==> src/rtl/framebuffer_stream_framer.sv <==
// framebuffer_stream_framer
//   Re-frames an RGB565 pixel stream arriving in subparts (s_axis_tlast marks
//   the end of each subpart) into a line-oriented stream. On the output,
//   m_axis_tlast marks the end of each line and m_axis_tuser marks the first
//   beat of each frame. A 2-entry skid buffer decouples the two sides, so
//   s_axis_tready is registered and has no combinational path from
//   m_axis_tready. Framing errors are reported as sticky flags.
//
// Ports
//   clk, reset        : clock, asynchronous active-high reset
//   enable            : run request (STOPPED/RUNNING/STOPPING control)
//   clearErrors       : clears errLastEarly / errLastMissing
//   s_axis_*          : input stream (tlast = end of subpart)
//   m_axis_*          : output stream (tlast = end of line, tuser = frame start)
//   frameDone         : one-cycle pulse together with the last beat of a frame
//   errLastEarly      : sticky, s_axis_tlast seen before the expected subpart end
//   errLastMissing    : sticky, expected subpart end reached without s_axis_tlast
//   running           : 1 in RUNNING and STOPPING
module framebuffer_stream_framer #(
   parameter int X_RESOLUTION      = 128,
   parameter int Y_RESOLUTION      = 128,
   parameter int Y_LINE_RESOLUTION = 128,
   parameter int STREAM_WIDTH      = 16
) (
   input  logic                    clk,
   input  logic                    reset,
   input  logic                    enable,
   input  logic                    clearErrors,
   input  logic                    s_axis_tvalid,
   output logic                    s_axis_tready,
   input  logic                    s_axis_tlast,
   input  logic [STREAM_WIDTH-1:0] s_axis_tdata,
   output logic                    m_axis_tvalid,
   input  logic                    m_axis_tready,
   output logic                    m_axis_tlast,
   output logic                    m_axis_tuser,
   output logic [STREAM_WIDTH-1:0] m_axis_tdata,
   output logic                    frameDone,
   output logic                    errLastEarly,
   output logic                    errLastMissing,
   output logic                    running
);

   localparam int BPL    = X_RESOLUTION * 16 / STREAM_WIDTH;
   localparam int NPARTS = Y_RESOLUTION / Y_LINE_RESOLUTION;
   localparam int BX_W   = (BPL > 1) ? $clog2(BPL) : 1;
   localparam int LY_W   = (Y_LINE_RESOLUTION > 1) ? $clog2(Y_LINE_RESOLUTION) : 1;
   localparam int PT_W   = (NPARTS > 1) ? $clog2(NPARTS) : 1;
   // buffer entry layout: {tuser, tlast, tdata}
   localparam int EW     = STREAM_WIDTH + 2;

   typedef enum logic [1:0] {
      STOPPED  = 2'd0,
      RUNNING  = 2'd1,
      STOPPING = 2'd2
   } state_t;

   state_t            state_q, state_d;
   logic [BX_W-1:0]   beat_x_q, beat_x_d;
   logic [LY_W-1:0]   line_y_q, line_y_d;
   logic [PT_W-1:0]   part_q, part_d;
   logic [EW-1:0]     ent0_q, ent0_d, ent1_q, ent1_d;
   logic [1:0]        cnt_q, cnt_d;
   logic              tvalid_q, tready_q, frame_done_q;
   logic              err_early_q, err_early_d, err_missing_q, err_missing_d;
   logic              running_q;

   logic              acc_s, pop_s, eol_s, eop_s, last_part_s, first_s;
   logic              early_s, missing_s, frame_end_s;
   logic [EW-1:0]     in_entry_s;

   assign acc_s       = s_axis_tvalid & tready_q;
   assign pop_s       = tvalid_q & m_axis_tready;
   assign eol_s       = (beat_x_q == BX_W'(BPL - 1));
   assign eop_s       = eol_s && (line_y_q == LY_W'(Y_LINE_RESOLUTION - 1));
   assign last_part_s = (part_q == PT_W'(NPARTS - 1));
   assign first_s     = (beat_x_q == BX_W'(0)) && (line_y_q == LY_W'(0)) && (part_q == PT_W'(0));
   // an early subpart tlast also terminates the current output line
   assign in_entry_s  = {first_s, (eol_s | s_axis_tlast), s_axis_tdata};

   // Position counters and framing-error detection on each accepted beat
   always_comb begin
      beat_x_d    = beat_x_q;
      line_y_d    = line_y_q;
      part_d      = part_q;
      early_s     = 1'b0;
      missing_s   = 1'b0;
      frame_end_s = 1'b0;
      if (acc_s) begin
         if (eop_s || s_axis_tlast) begin
            // subpart ends here, either as expected or cut short by tlast
            early_s     = s_axis_tlast & ~eop_s;
            missing_s   = eop_s & ~s_axis_tlast;
            beat_x_d    = BX_W'(0);
            line_y_d    = LY_W'(0);
            part_d      = last_part_s ? PT_W'(0) : part_q + PT_W'(1);
            frame_end_s = last_part_s;
         end else if (eol_s) begin
            beat_x_d = BX_W'(0);
            line_y_d = line_y_q + LY_W'(1);
         end else begin
            beat_x_d = beat_x_q + BX_W'(1);
         end
      end else begin
         beat_x_d = beat_x_q;
      end
   end

   // Skid buffer: ent0 is the entry presented on m_axis, ent1 the overflow slot
   always_comb begin
      ent0_d = ent0_q;
      ent1_d = ent1_q;
      cnt_d  = cnt_q;
      case ({acc_s, pop_s})
         2'b10: begin
            if (cnt_q == 2'd0) begin
               ent0_d = in_entry_s;
            end else begin
               ent1_d = in_entry_s;
            end
            cnt_d = cnt_q + 2'd1;
         end
         2'b01: begin
            ent0_d = ent1_q;
            cnt_d  = cnt_q - 2'd1;
         end
         2'b11: begin
            if (cnt_q == 2'd1) begin
               ent0_d = in_entry_s;
            end else begin
               ent0_d = ent1_q;
               ent1_d = in_entry_s;
            end
         end
         default: begin
            cnt_d = cnt_q;
         end
      endcase
   end

   // Run-control state machine: next state
   always_comb begin
      state_d = state_q;
      case (state_q)
         STOPPED: begin
            if (enable) begin
               state_d = RUNNING;
            end else begin
               state_d = STOPPED;
            end
         end
         RUNNING: begin
            if (!enable) begin
               state_d = STOPPING;
            end else begin
               state_d = RUNNING;
            end
         end
         STOPPING: begin
            if (enable) begin
               state_d = RUNNING;
            end else if (frame_end_s) begin
               state_d = STOPPED;
            end else begin
               state_d = STOPPING;
            end
         end
         default: state_d = STOPPED;
      endcase
   end

   // Sticky error flags; a new error event takes priority over clearErrors
   always_comb begin
      err_early_d   = err_early_q;
      err_missing_d = err_missing_q;
      if (early_s) begin
         err_early_d = 1'b1;
      end else if (clearErrors) begin
         err_early_d = 1'b0;
      end else begin
         err_early_d = err_early_q;
      end
      if (missing_s) begin
         err_missing_d = 1'b1;
      end else if (clearErrors) begin
         err_missing_d = 1'b0;
      end else begin
         err_missing_d = err_missing_q;
      end
   end

   // State, counters, skid buffer and all registered outputs
   always_ff @(posedge clk or posedge reset) begin
      if (reset) begin
         state_q       <= STOPPED;
         beat_x_q      <= BX_W'(0);
         line_y_q      <= LY_W'(0);
         part_q        <= PT_W'(0);
         ent0_q        <= EW'(0);
         ent1_q        <= EW'(0);
         cnt_q         <= 2'd0;
         tvalid_q      <= 1'b0;
         tready_q      <= 1'b0;
         frame_done_q  <= 1'b0;
         err_early_q   <= 1'b0;
         err_missing_q <= 1'b0;
         running_q     <= 1'b0;
      end else begin
         state_q       <= state_d;
         beat_x_q      <= beat_x_d;
         line_y_q      <= line_y_d;
         part_q        <= part_d;
         ent0_q        <= ent0_d;
         ent1_q        <= ent1_d;
         cnt_q         <= cnt_d;
         tvalid_q      <= (cnt_d != 2'd0);
         // ready is computed from next-cycle occupancy so it can be a flop
         tready_q      <= (state_d != STOPPED) && (cnt_d != 2'd2);
         frame_done_q  <= frame_end_s;
         err_early_q   <= err_early_d;
         err_missing_q <= err_missing_d;
         running_q     <= (state_d != STOPPED);
      end
   end

   assign s_axis_tready  = tready_q;
   assign m_axis_tvalid  = tvalid_q;
   assign m_axis_tuser   = ent0_q[EW-1];
   assign m_axis_tlast   = ent0_q[EW-2];
   assign m_axis_tdata   = ent0_q[STREAM_WIDTH-1:0];
   assign frameDone      = frame_done_q;
   assign errLastEarly   = err_early_q;
   assign errLastMissing = err_missing_q;
   assign running        = running_q;

endmodule

==> config.mk <==
export PLATFORM = sky130hd
export DESIGN_NAME = framebuffer_stream_framer
export DESIGN_NICKNAME = d
export VERILOG_FILES = /design/src/rtl/framebuffer_stream_framer.sv
export SDC_FILE = /design/constraint.sdc
export NUM_CORES = 1
export LEC_CHECK = 0
export CAP_MARGIN = 0
export CORE_MARGIN = 5
export CORE_UTILIZATION = 49
export CTS_CLUSTER_SIZE = 28
export DETAILED_ROUTE_END_ITERATION = 7
export GPL_TIMING_DRIVEN = 0
export PLACE_DENSITY = 0.78
export SYNTH_ARGS = -nofsm -noshare
export SYNTH_HDL_FRONTEND = slang
export SYNTH_SLANG_ARGS = --single-unit
export TNS_END_PERCENT = 100
==> constraint.sdc <==
create_clock -name clk -period 2.8 [get_ports clk]
set_input_delay 0.7 -clock clk [delete_from_list [all_inputs] [get_ports clk]]
set_output_delay 0.7 -clock clk [all_outputs]
set_load 0.005 [all_outputs]
==> flow_metrics.tcl, run 1 <==
set metrics [dict create \
    status "finished, final reports clean" \
    yosys.area.top_type_share_pct 53.8 \
    grt_pass1_wl_um 10400 \
    cap_violations 0 \
    portBuffers 46 \
    synth_area_per_cell_um2 10.8 \
    worstMarginPinSlew_ns 0.604 \
    start_util_pct 50.7 \
    intPower_uw 2510 \
    fin_nets 351 \
    async_flop_share_pct 100 \
    worstPathArrival_ns 2.93 \
    first_global_vias 2163 \
    p_per_area_nw_per_um2 990 \
    cts_buffer_depth 2 \
    ys.flop_type "dfrtp_1" \
    p_sw_uw 1110 \
    clock_latency_ns 0.34 \
    dr.pass1.iters 4 \
    clock_skew_ns 0.00879 \
    antenna_left 0 \
    grt_start_max_net_pins 40 \
    period_share_pct 96.8 \
    yosysSeqAreaShare_pct 53.8 \
    fin_cells 396 \
    die_h_um 85.5 \
    grtUsageTotal_pct 18.1 \
    vias 2152 \
    ctsHtreeMaxLevel 3 \
    hold_violations 0 \
    vdd_drop_max_mv 0.538 \
    cts_tree "built" \
    synth.distinct_cells 43 \
    crit_path_end_kind "flop" \
    drt_iter0_drc 84 \
    rows 27 \
    antenna_found_initial 0 \
    clkTransAtPathRegs_ns 0.07 \
    worst_hold_slack_ns 0.477 \
    drc 0 \
    ios 47 \
    synth_largest_area_cell "dfrtp_1" \
    placed_cells 378 \
    wirelength_um 6050 \
    crit_slowest_cell "clkdlybuf4s50_1" \
    areaGrowthSynthToFinish_pct 30.9 \
    crit_path_max_incr_delay_ns 0.46 \
    synth_edf_count 0 \
    clkPwrFrac_pct 27.4 \
    post-dp-hpwl_um 4250 \
    antenna_cells 0 \
    synth_nets 291 \
    gp_congestion 0.775 \
    seq_power_share_pct 38.8 \
    required_ns 3.02 \
    relSlewSlack_pct 59.7 \
    post-route-util_pct 66.4 \
    cts_made_buffers 9 \
    synth-seq-cells 60 \
    path_cells "clkdlybuf4s50_1, nand2_2, clkinvlp_4, ha_1, nand2_1, o211a_1, buf_4, mux2_2" \
    p_leak_uw 0.00160 \
    synth_most_common_cell "dfrtp_1" \
    viasPerCell 5.43 \
    setup-tns-final_ns 0 \
    drive_above_1_share_pct 18.5 \
    hp-start "ent0_q[1]" \
    timing.critical_path.from "s_axis_tvalid" \
    syn-cell-area_um2 2790 \
    coreArea_um2 5510 \
    switching_share_pct 30.6 \
    fp.dieW_um 85.5 \
    synthTopCellsByCount "60 x dfrtp_1, 31 x nand2_1, 24 x o21ai_0" \
    cp_max_fo 19 \
    cts.sinks 60 \
    wl_per_cell_um 15.3 \
    rr_startpoint "s_axis_tready" \
    synth_top_cells_by_area "dfrtp_1 54%, mux2_2 7.7%, o21ai_0 4.3%" \
    setup_viol 0 \
    critPathLaunchType "input port" \
    critPathKind "in2reg" \
    fin_crit_ns 2.71 \
    yosysWarnings 0 \
    comb_power_share_pct 33.8 \
    hp-class "reg2reg" \
    die-area_um2 7310 \
    fmax_ghz 0.369 \
    clock-root-buffer "clkbuf_8" \
    grt_overflow 0 \
    finalMaxSlewViolations 0 \
    syn_inst 259 \
]
[final timing paths]
check,to,depth (start not counted),slack (ns)
max reg2reg,ent1_q[5],7,0.50
max,ent1_q[5],8,0.09
min,ent0_q[1],2,0.48
min in group asynchronous,cnt_q[1],2,0.71
max in group asynchronous,ent0_q[15],3,1.53
min reg2reg,ent0_q[1],2,0.48
[stage by stage]
stage          area [um^2]  worst slack (ns)  power, uW
2_1_floorplan         2790             0.356       2090
3_3_place_gp          3340            -0.571       2560
3_5_place_dp          3360            -0.622       2620
4_1_cts               3620            0.0105       3610
5_1_grt               3650           -0.0175       3870
6_report              3650            0.0886       3620
[critical path: cells and delay by family]
family | cells | cell delay, ns
compound gates | 1 | 0.19
fa+ha+maj | 1 | 0.34
buf+inv | 3 | 0.98
mux | 1 | 0.37
simple gates | 2 | 0.34
[registers in the layout, indices dropped and copies added, names as in the netlist]
name,count
s_axis_tready,1
cnt_q,2
running,1
ent1_q,18
beat_x_q,7
state_q,2
frameDone,1
errLastEarly,1
m_axis_tvalid,1
ent0_q,18
line_y_q,7
errLastMissing,1
[placed cells by master, fill, tap and decap left out, types with 3 or more instances in the layout]
| cell | instances |
|---|---|
| a21oi_1 | 8 |
| a22oi_1 | 16 |
| buf_4 | 5 |
| bufinv_16 | 3 |
| clkbuf_2 | 3 |
| clkbuf_8 | 11 |
| clkdlybuf4s50_1 | 46 |
| dfrtp_1 | 60 |
| ha_1 | 9 |
| inv_1 | 14 |
| mux2_2 | 19 |
| mux2i_1 | 3 |
| nand2_1 | 31 |
| nand3_1 | 8 |
| nand4_1 | 4 |
| nor2_1 | 9 |
| o21ai_0 | 24 |
| o22ai_1 | 3 |
| or3_2 | 3 |
| xor2_1 | 4 |
[power by group through the flow]
stage / Sequential (uW) / Clock (uW) / Combinational [uW]
2_1_floorplan: 1390 / 0 / 704
3_3_place_gp: 1400 / 0 / 1160
3_5_place_dp: 1420 / 0 / 1200
4_1_cts: 1400 / 1000 / 1210
5_1_grt: 1440 / 1050 / 1380
6_report: 1410 / 990 / 1220
[cell families (layout without fill, tap and decap cells)]
family,Yosys count,in the layout,synth area share [%]
compound gates,67,67,15.7
xor+xnor,5,5,1.57
fa+ha+maj,9,9,4.03
buf+inv,26,91,3.63
flops,60,60,53.8
mux,22,22,8.74
simple gates,70,70,12.6
[final cells by class]
class | count | area (um^2)
timing repair buffer | 51 | 510
inverter | 17 | 67.6
multi-input combinational | 173 | 1190
clock buffer | 11 | 151
tap | 72 | 90.1
clock inverter | 5 | 108
fill | 414 | 1850
sequential | 60 | 1500
buffer | 7 | 36.3
[layer usage]
layer	global-route usage (%)	vias up	routed length (um)
li1	-	1046	-
met1	23.9	1028	2760
met2	27.8	66	2870
met3	5.48	12	327
met4	7.77	0	98
met5	0	-	0
[repair_timing]
action | 4_1_cts | 5_1_grt
buffers inserted | 0 | 4
gates resized for setup | 2 | 8
gates cloned | 0 | 0
endpoints found under the setup margin | 25 | 32
endpoints found under the hold margin | 0 | 0
hold buffers | 0 | 0
Note: power is estimated with default switching activity, not from simulation.
==> run 2, diff against run 1 <==
--- a/config.mk
+++ b/config.mk
@@ -5,7 +5,7 @@
 export SDC_FILE = /design/constraint.sdc
 export NUM_CORES = 1
 export LEC_CHECK = 0
-export CAP_MARGIN = 0
+export CAP_MARGIN = 25
 export CORE_MARGIN = 5
 export CORE_UTILIZATION = 49
 export CTS_CLUSTER_SIZE = 28
==> flow_metrics.tcl, run 2 (synthesis gave the netlist of run 1 again) <==
set metrics [dict create \
    placed_cells 378 \
    crit_path_end_kind "flop" \
    reg_top3 "ent0_q: 18 flops, ent1_q: 18 flops" \
    areaGrowthSynthToFinish_pct 30.0 \
    antenna_left 0 \
    rows 27 \
    required_ns 3.02 \
    cts_buffer_depth 2 \
    pre_cts_ws_ns -0.613 \
    hp-start "ent0_q[5]" \
    fin_crit_ns 2.71 \
    wl_met3_um 368 \
    portBuffers 46 \
    finalMaxSlewViolations 0 \
    crit_slowest_cell "clkdlybuf4s50_1" \
    hold_violations 0 \
    clock_latency_ns 0.34 \
    r2r_slack_ns 0.50 \
    p_leak_uw 0.00158 \
    rr_startpoint "s_axis_tready" \
    setup_viol 0 \
    hp-class "reg2reg" \
    cp_max_fo 19 \
    placed_cell_area_um2 3360 \
    grt_start_max_net_pins 40 \
    clock_skew_ns 0.00928 \
    crit_path_max_incr_delay_ns 0.46 \
    cts_made_buffers 9 \
    grt_overflow 0 \
    grtUsageTotal_pct 17.8 \
    met1Wirelength_um 2720 \
    vias 2144 \
    antenna_found_initial 0 \
    critPathKind "in2reg" \
    vdd_drop_max_mv 0.536 \
    grt_pass1_wl_um 10200 \
    first_global_vias 2141 \
    wl_per_cell_um 15.2 \
    die_h_um 85.5 \
    clock-root-buffer "clkbuf_8" \
    worst_slack_ns 0.0869 \
    post-dp-hpwl_um 4240 \
    p_total_uw 3530 \
    holdPathEnd "ent0_q[5]" \
    start_util_pct 50.7 \
    critPathLaunchType "input port" \
    fmax_ghz 0.369 \
    dr.pass1.iters 4 \
    path_cells "clkdlybuf4s50_1, nand2_2, clkinvlp_4, ha_1, nand2_1, o211a_1, buf_4, mux2_2" \
    worstMarginPinSlew_ns 0.628 \
    final_cell_mix "60 x dfrtp_1, 46 x clkdlybuf4s50_1, 31 x nand2_1" \
    worst_hold_slack_ns 0.476 \
    relSlewSlack_pct 58.1 \
    die-area_um2 7310 \
    p_per_area_nw_per_um2 971 \
    cts_tree "built" \
    period_share_pct 96.9 \
    worstPathArrival_ns 2.93 \
    clkTransAtPathRegs_ns 0.06 \
    coreArea_um2 5510 \
    viasPerCell 5.41 \
    highest_layer "met4" \
    gp_congestion 0.775 \
    r2r-end "ent1_q[5]" \
    cap_violations 0 \
    drt_iter0_drc 79 \
    status "finished, final reports clean" \
    wl_met2_um 2830 \
    fin_nets 351 \
    holdPathStages 2 \
    fin_area_um2 3630 \
    wirelength_um 6000 \
    layout_commonest_cell "dfrtp_1" \
    fin_cells 396 \
    drc 0 \
    ctsHtreeMaxLevel 3 \
    fp.dieW_um 85.5 \
    hold_buffers 0 \
    drive_above_1_share_pct 18.5 \
    ios 47 \
    r2r_cells 7 \
    cts.sinks 60 \
    antenna_cells 0 \
]
[run 2: timing repair]
item	4_1_cts	5_1_grt
pin swaps	0	0
endpoints found under the setup margin	25	32
resized for setup	2	8
buffers inserted	0	4
[run 2: cell type report]
class	instances	area, um^2
flip-flops and latches	60	1500
clock inverters	5	83.8
inverters	17	67.6
well taps	72	90.1
repair buffers	51	510
plain buffers	7	36.3
clock buffers	11	151
fillers	417	1880
multi-input cells	173	1190
[run 2: worst max path at each step]
stage	endpoint	slack (ns)	startpoint
finish	ent1_q[5]	0.09	s_axis_tvalid
global route	ent0_q[14]	-0.02	s_axis_tvalid
CTS	ent1_q[5]	0.01	s_axis_tvalid
detailed placement	ent1_q[5]	-0.61	s_axis_tvalid
global placement	ent0_q[14]	-0.57	s_axis_tvalid
floorplan	ent1_q[0]	0.36	s_axis_tvalid
[run 2: per-stage QoR]
stage,util (%),setup TNS (ns)
after detailed placement,61.1,-16.40
after CTS,65.2,0
final,65.9,0
after global placement,60.7,-39.06
after global routing,65.9,-0.0159
after floorplan,-,0
[run 2: layer usage]
metal,vias up,GRT usage [%]
li1,1048,-
met4,0,7.34
met1,1018,23.1
met2,68,27.6
met3,10,5.57
met5,-,0
[run 2: power breakdown]
| group | switching (uW) | internal [uW] |
|---|---|---|
| Clock | 346 | 551 |
| Sequential | 208 | 1200 |
| Combinational | 550 | 675 |
[run 2: critical path, delay by kind of cell]
family / cells / cell delay, ns
buffers and inverters: 3 / 0.98
muxes: 1 / 0.37
and+or+nand+nor: 2 / 0.34
adders and majority gates: 1 / 0.33
AOI/OAI and AO/OA: 1 / 0.19
==> run 3, diff against run 2 <==
--- a/config.mk
+++ b/config.mk
@@ -11,7 +11,7 @@
 export CTS_CLUSTER_SIZE = 28
 export DETAILED_ROUTE_END_ITERATION = 7
 export GPL_TIMING_DRIVEN = 0
-export PLACE_DENSITY = 0.78
+export PLACE_DENSITY = 0.81
 export SYNTH_ARGS = -nofsm -noshare
 export SYNTH_HDL_FRONTEND = slang
 export SYNTH_SLANG_ARGS = --single-unit
==> flow_metrics.tcl, run 3 (synthesis gave the netlist of run 1 again) <==
set metrics [dict create \
    antenna_found_initial 0 \
    grt_pass1_wl_um 10700 \
    cts_buffer_depth 2 \
    cap_violations 0 \
    seq_power_share_pct 39.5 \
    rows 27 \
    portBuffers 46 \
    drc 0 \
    setup_viol 0 \
    final_cell_mix "60 x dfrtp_1, 46 x clkdlybuf4s50_1, 31 x nand2_1" \
    ios 47 \
    cts_made_buffers 9 \
    cp_max_fo 19 \
    critPathLaunchType "input port" \
    fin_nets 349 \
    rsz0062_at_grt "no" \
    period_share_pct 92.5 \
    critical_path_buf_inv_count 3 \
    areaGrowthSynthToFinish_pct 29.9 \
    clkTransAtPathRegs_ns 0.07 \
    clock_skew_ns 0.00502 \
    switching_share_pct 30.7 \
    grt_start_max_net_pins 38 \
    critPathKind "in2reg" \
    viasPerCell 5.44 \
    wl_per_cell_um 15.3 \
    drive_above_1_share_pct 17.7 \
    fin_cells 394 \
    p_leak_uw 0.00158 \
    finalMaxSlewViolations 0 \
    fillers 394 \
    gp_congestion 0.823 \
    status "finished, final reports clean" \
    vdd_drop_max_mv 0.668 \
    drt_iter0_drc 112 \
    crit_path_end_kind "flop" \
    worstPathArrival_ns 2.82 \
    placed_cells 378 \
    vias 2144 \
    clock_latency_ns 0.34 \
    fin_crit_ns 2.59 \
    die-area_um2 7310 \
    worstMarginPinSlew_ns 0.561 \
    p_per_area_nw_per_um2 977 \
    antenna_cells 0 \
    comb_power_share_pct 34.6 \
    crit_slowest_cell "clkdlybuf4s50_1" \
    p_sw_uw 1090 \
    required_ns 3.03 \
    post-dp-hpwl_um 4200 \
    grtUsageTotal_pct 18.7 \
    fmax_ghz 0.386 \
    ctsHtreeMaxLevel 3 \
    cpLargestDelayFamily "buffers and inverters" \
    fp.dieW_um 85.5 \
    coreArea_um2 5510 \
    first_global_vias 2188 \
    layout_commonest_cell "dfrtp_1" \
    path_cells "clkdlybuf4s50_1, nand2_2, clkinvlp_4, ha_1, nand2_1, o211a_1, clkbuf_4, mux2_2" \
    relSlewSlack_pct 62.6 \
    dr.pass1.iters 4 \
    start_util_pct 50.7 \
    antenna_left 0 \
    cts.sinks 60 \
    clock-root-buffer "clkbuf_8" \
    hp-class "reg2reg" \
    clkPwrFrac_pct 25.9 \
    wirelength_um 6040 \
    hold_violations 0 \
    post-route-util_pct 65.9 \
    cts_tree "built" \
    crit_path_max_incr_delay_ns 0.49 \
    intPower_uw 2460 \
    die_h_um 85.5 \
    reg_top3 "ent0_q: 18 flops, ent1_q: 18 flops" \
    grt_overflow 0 \
]
[run 3: cell types whose count changed in the layout (fill, tap and decap cells not counted), moves of 2 or more]
| cell | before | now |
|---|---|---|
| clkinv_2 | 0 | 2 |
| clkbuf_4 | 0 | 2 |
| clkbuf_1 | 1 | 3 |
| clkbuf_8 | 11 | 9 |
| buf_4 | 5 | 2 |
| clkinvlp_4 | 3 | 1 |
[run 3: cell type report]
type,count,area [um^2],area share (%)
inverter,17,67.6,1.86
clock inverter,5,100,2.76
sequential,60,1500,41.4
clock buffer,11,131,3.62
timing repair buffer,49,495,13.7
buffer,7,38.8,1.07
tap,72,90.1,2.48
multi-input combinational,173,1200,33.1
[run 3: worst paths after layout]
check | slack, ns | cells past startpoint | startpoint | end
setup / recovery | 0.21 | 8 | s_axis_tvalid | ent1_q[8]
hold / removal | 0.48 | 2 | ent0_q[5] | ent0_q[5]
setup reg to reg | 0.66 | 7 | s_axis_tready | ent1_q[8]
hold reg to reg | 0.48 | 2 | ent0_q[5] | ent0_q[5]
max in group asynchronous | 1.52 | 3 | reset | s_axis_tready
min in group asynchronous | 0.72 | 2 | reset | ent0_q[2]
[run 3: repair_timing]
| item | in CTS | in global routing |
|---|---|---|
| cloned | 0 | 0 |
| hold buffers | 0 | 0 |
| pin swaps | 0 | 0 |
| resized for setup | 4 | 7 |
| endpoints found under the setup margin | 25 | 32 |
| setup buffers | 0 | 2 |
[run 3: routing by layer]
metal / wire, um / vias to the layer above / track usage (%)
li1: - / 1042 / -
met1: 2810 / 1032 / 25.1
met2: 2730 / 54 / 27.6
met3: 317 / 16 / 5.28
met4: 179 / 0 / 9.35
met5: 0 / - / 0
[run 3: through the flow]
step                      setup TNS (ns)  power [uW]  hold slack (ns)  instance area, um^2  setup WS, ns
after global routing                   0        3810            0.501                 3630        0.0183
after CTS                              0        3550            0.486                 3590        0.0113
after global placement            -38.06        2550            0.463                 3340        -0.620
after floorplan                        0        2090            0.473                 2790         0.356
after detailed placement          -16.34        2610            0.471                 3360        -0.687
final                                  0        3550            0.480                 3630         0.209
[run 3: worst register-to-register path, stage by stage, from the launching register on]
cell and delay, ns:
dfrtp_1 0.42, nand2_2 0.20, clkinvlp_4 0.19, ha_1 0.28, nand2_1 0.12, o211a_1 0.14
clkbuf_4 0.29, mux2_2 0.38
[run 3: power groups by stage]
stage | logic [uW] | clock network, uW | registers (uW)
finish | 1230 | 918 | 1400
global route | 1380 | 981 | 1450
CTS | 1220 | 934 | 1400
detailed placement | 1200 | 0 | 1410
global placement | 1160 | 0 | 1390
floorplan | 704 | 0 | 1390
==> variant (flow settings as in run 1) <==
Re-encode `state_t` (3 states) as one-hot, 3 bits wide.
--- a/src/rtl/framebuffer_stream_framer.sv
+++ b/src/rtl/framebuffer_stream_framer.sv
@@ -51,6 +51,6 @@
 
-   typedef enum logic [1:0] {
-      STOPPED  = 2'd0,
-      RUNNING  = 2'd1,
-      STOPPING = 2'd2
+   typedef enum logic [2:0] {
+      STOPPED  = 3'b001,
+      RUNNING  = 3'b010,
+      STOPPING = 3'b100
    } state_t;
Check against the original RTL: no difference found for any inputs over 10 cycles, from zero or initial values and one cycle with reset high; not proved beyond that.
==> variant against run 1 <==
Via count rose by 1.6%. Sequential share of layout area up 1.5 points. Setup slack improved by 0.045 ns. Sequential cell count up 1. Clock skew fell by 0.0030 ns. Clock power fell by 14%. Routed wire length is 0.30% higher. Design area down 1.8%. Synthesized area is 0.54% higher. Non-clock buffer count down 5. Register-to-register slack gained 0.05 ns. Power shrank 5.7%. Largest power group unchanged.
==> variant: results (changes against run 1) <==
* Outcome: completed (unchanged)
* CLK BUF at 10 (was 11)
* Detailed Route WL at 6.072 mm (was 6.054 mm)
* Compound-cell area share of the yosys netlist at 0.1582 (was 0.1568)
* Hold Path Stages at 2 (unchanged)
* Count of non-CTS buffers in the layout at 53 (was 58)
* Area contributors post-synth: dfrtp_1, mux2_2, o21ai_0 (unchanged)
* Final clock-cell share at 0.05925 (was 0.07087)
* Hold_sp: ent0_q[15] (was ent0_q[1])
* Post-synth top cells: dfrtp_1, nand2_1, o21ai_0 (unchanged)
* Sequential fraction of the synthesis area at 0.5441 (was 0.5376)
* Multi-input logic area at 1191 um^2 (was 1190 um^2)
* Via density at 5.562 (was 5.434)
* Async set-reset flop share out of synthesis at 1.000 (unchanged)
* XOR/XNOR Fraction of Synth Area at 0.01560 (was 0.01568)
* Placement Setup Slack at -0.5141 ns (was -0.6218 ns)
* Max stage delay on crit path at 0.45 ns
* Fill cells at 428 (was 414)
* Inverter count at 16 (was 17)
* Total global-route track usage at 0.1769 (was 0.1813)
* Iter 0 DRT Violations at 107 (was 84)
* R2r setup slk at 0.55 ns (was 0.50 ns)
* Static Leak at 1.580 nW (was 1.602 nW)
* Gp weighted congestion at 0.8028 (was 0.7747)
* Seq area share at 0.4256 (was 0.4108)
* Fraction of area in multi-input gates at 0.3318 (was 0.3256)
* Start point of the critical path: s_axis_tvalid (unchanged)
* Fin nets at 349 (was 351)
* Slowest CP cell: clkdlybuf4s50_1 (unchanged)
* Initial antenna violation count at 0 (unchanged)
* DR vias at 2,186 (was 2,152)
* Placed cell area at 3378 um^2 (was 3363 um^2)
* Core area at 5540 um^2 (was 5507 um^2)
* Antenna cells at 0 (unchanged)
* Multi-input combinational cell count at 176 (was 173)
* Vias in the first global route at 2,148 (was 2,163)
* Worst-Skew Late Latency at 0.34 ns (about the same)
* Least-Margin Pin Slew at 0.6567 ns (was 0.6040 ns)
* Worst vdd ir at 0.5662 mV (was 0.5381 mV)
* Synth Net Count at 292 (was 291)
* Multiplexer share of the synthesized area at 0.07932 (was 0.08737)
* CP endpoint: ent1_q[7] (was ent1_q[5])
* Hold endpoint: ent0_q[15] (was ent0_q[1])
* Dpl hpwl at 4.429 mm (was 4.251 mm)
* First-pass GRT wire length at 10.23 mm (was 10.41 mm)
* Synth cell types at 45 (was 43)
* Min Hold Slack at 0.4813 ns (was 0.4773 ns)
* Flip-flop and latch count at 61 (was 60)
* Post-Syn Instances at 260 (was 259)
* Placed cell count at 379 (was 378)
* Num CTS Buffers at 9 (unchanged)
* H-tree Lvls at 3 (unchanged)
* Layout cells sized above 1 at 0.1526 (was 0.1852)
* Non-clock buffer share of cell area at 0.1412 (was 0.1496)
* Largest net degree at the start of global routing at 34 (was 40)
* Worst Skew at 0.005816 ns (was 0.008791 ns)
* Worst Path Arrival at 2.88 ns (was 2.93 ns)
* Regs by FF count: ent0_q x18, ent1_q x18 (unchanged)
* Post-Synth Adder-Cell Area at 0.04011 (was 0.04032)
* Max Clk Rate at 375.0 MHz (was 368.8 MHz)
[variant: changes by cell type after synthesis, moves of 2 or more]
cell	change
nor3b_1	+2
nand3_1	-2
inv_1	-2
and3_1	+2
[variant: per-layer routing]
metal	track usage	vias to the layer above	wire, um	part of all wire
met4	0.08633	0	119	0.020
met1	0.2340	1072	2800	0.46
li1	-	1052	-	-
met2	0.2768	51	2863	0.47
met5	0	-	0	0
met3	0.03746	11	288	0.047
[variant: power breakdown]
group | leakage [nW] | internal, mW | switching (mW)
combinational | 0.695 | 0.622 | 0.500
sequential | 0.774 | 1.22 | 0.219
clock | 0.112 | 0.515 | 0.333
total | 1.58 | 2.36 | 1.05
[variant: critical path, delay by kind of cell]
family,cells,cell delay [ns]
buf+inv,3,1.04
compound gates,1,0.14
fa+ha+maj,1,0.31
simple gates,2,0.30
mux,1,0.39
[variant: timing repair]
action	CTS	global route
buffers inserted	0	0
gates resized for setup	1	4
setup endpoints to repair	10	17
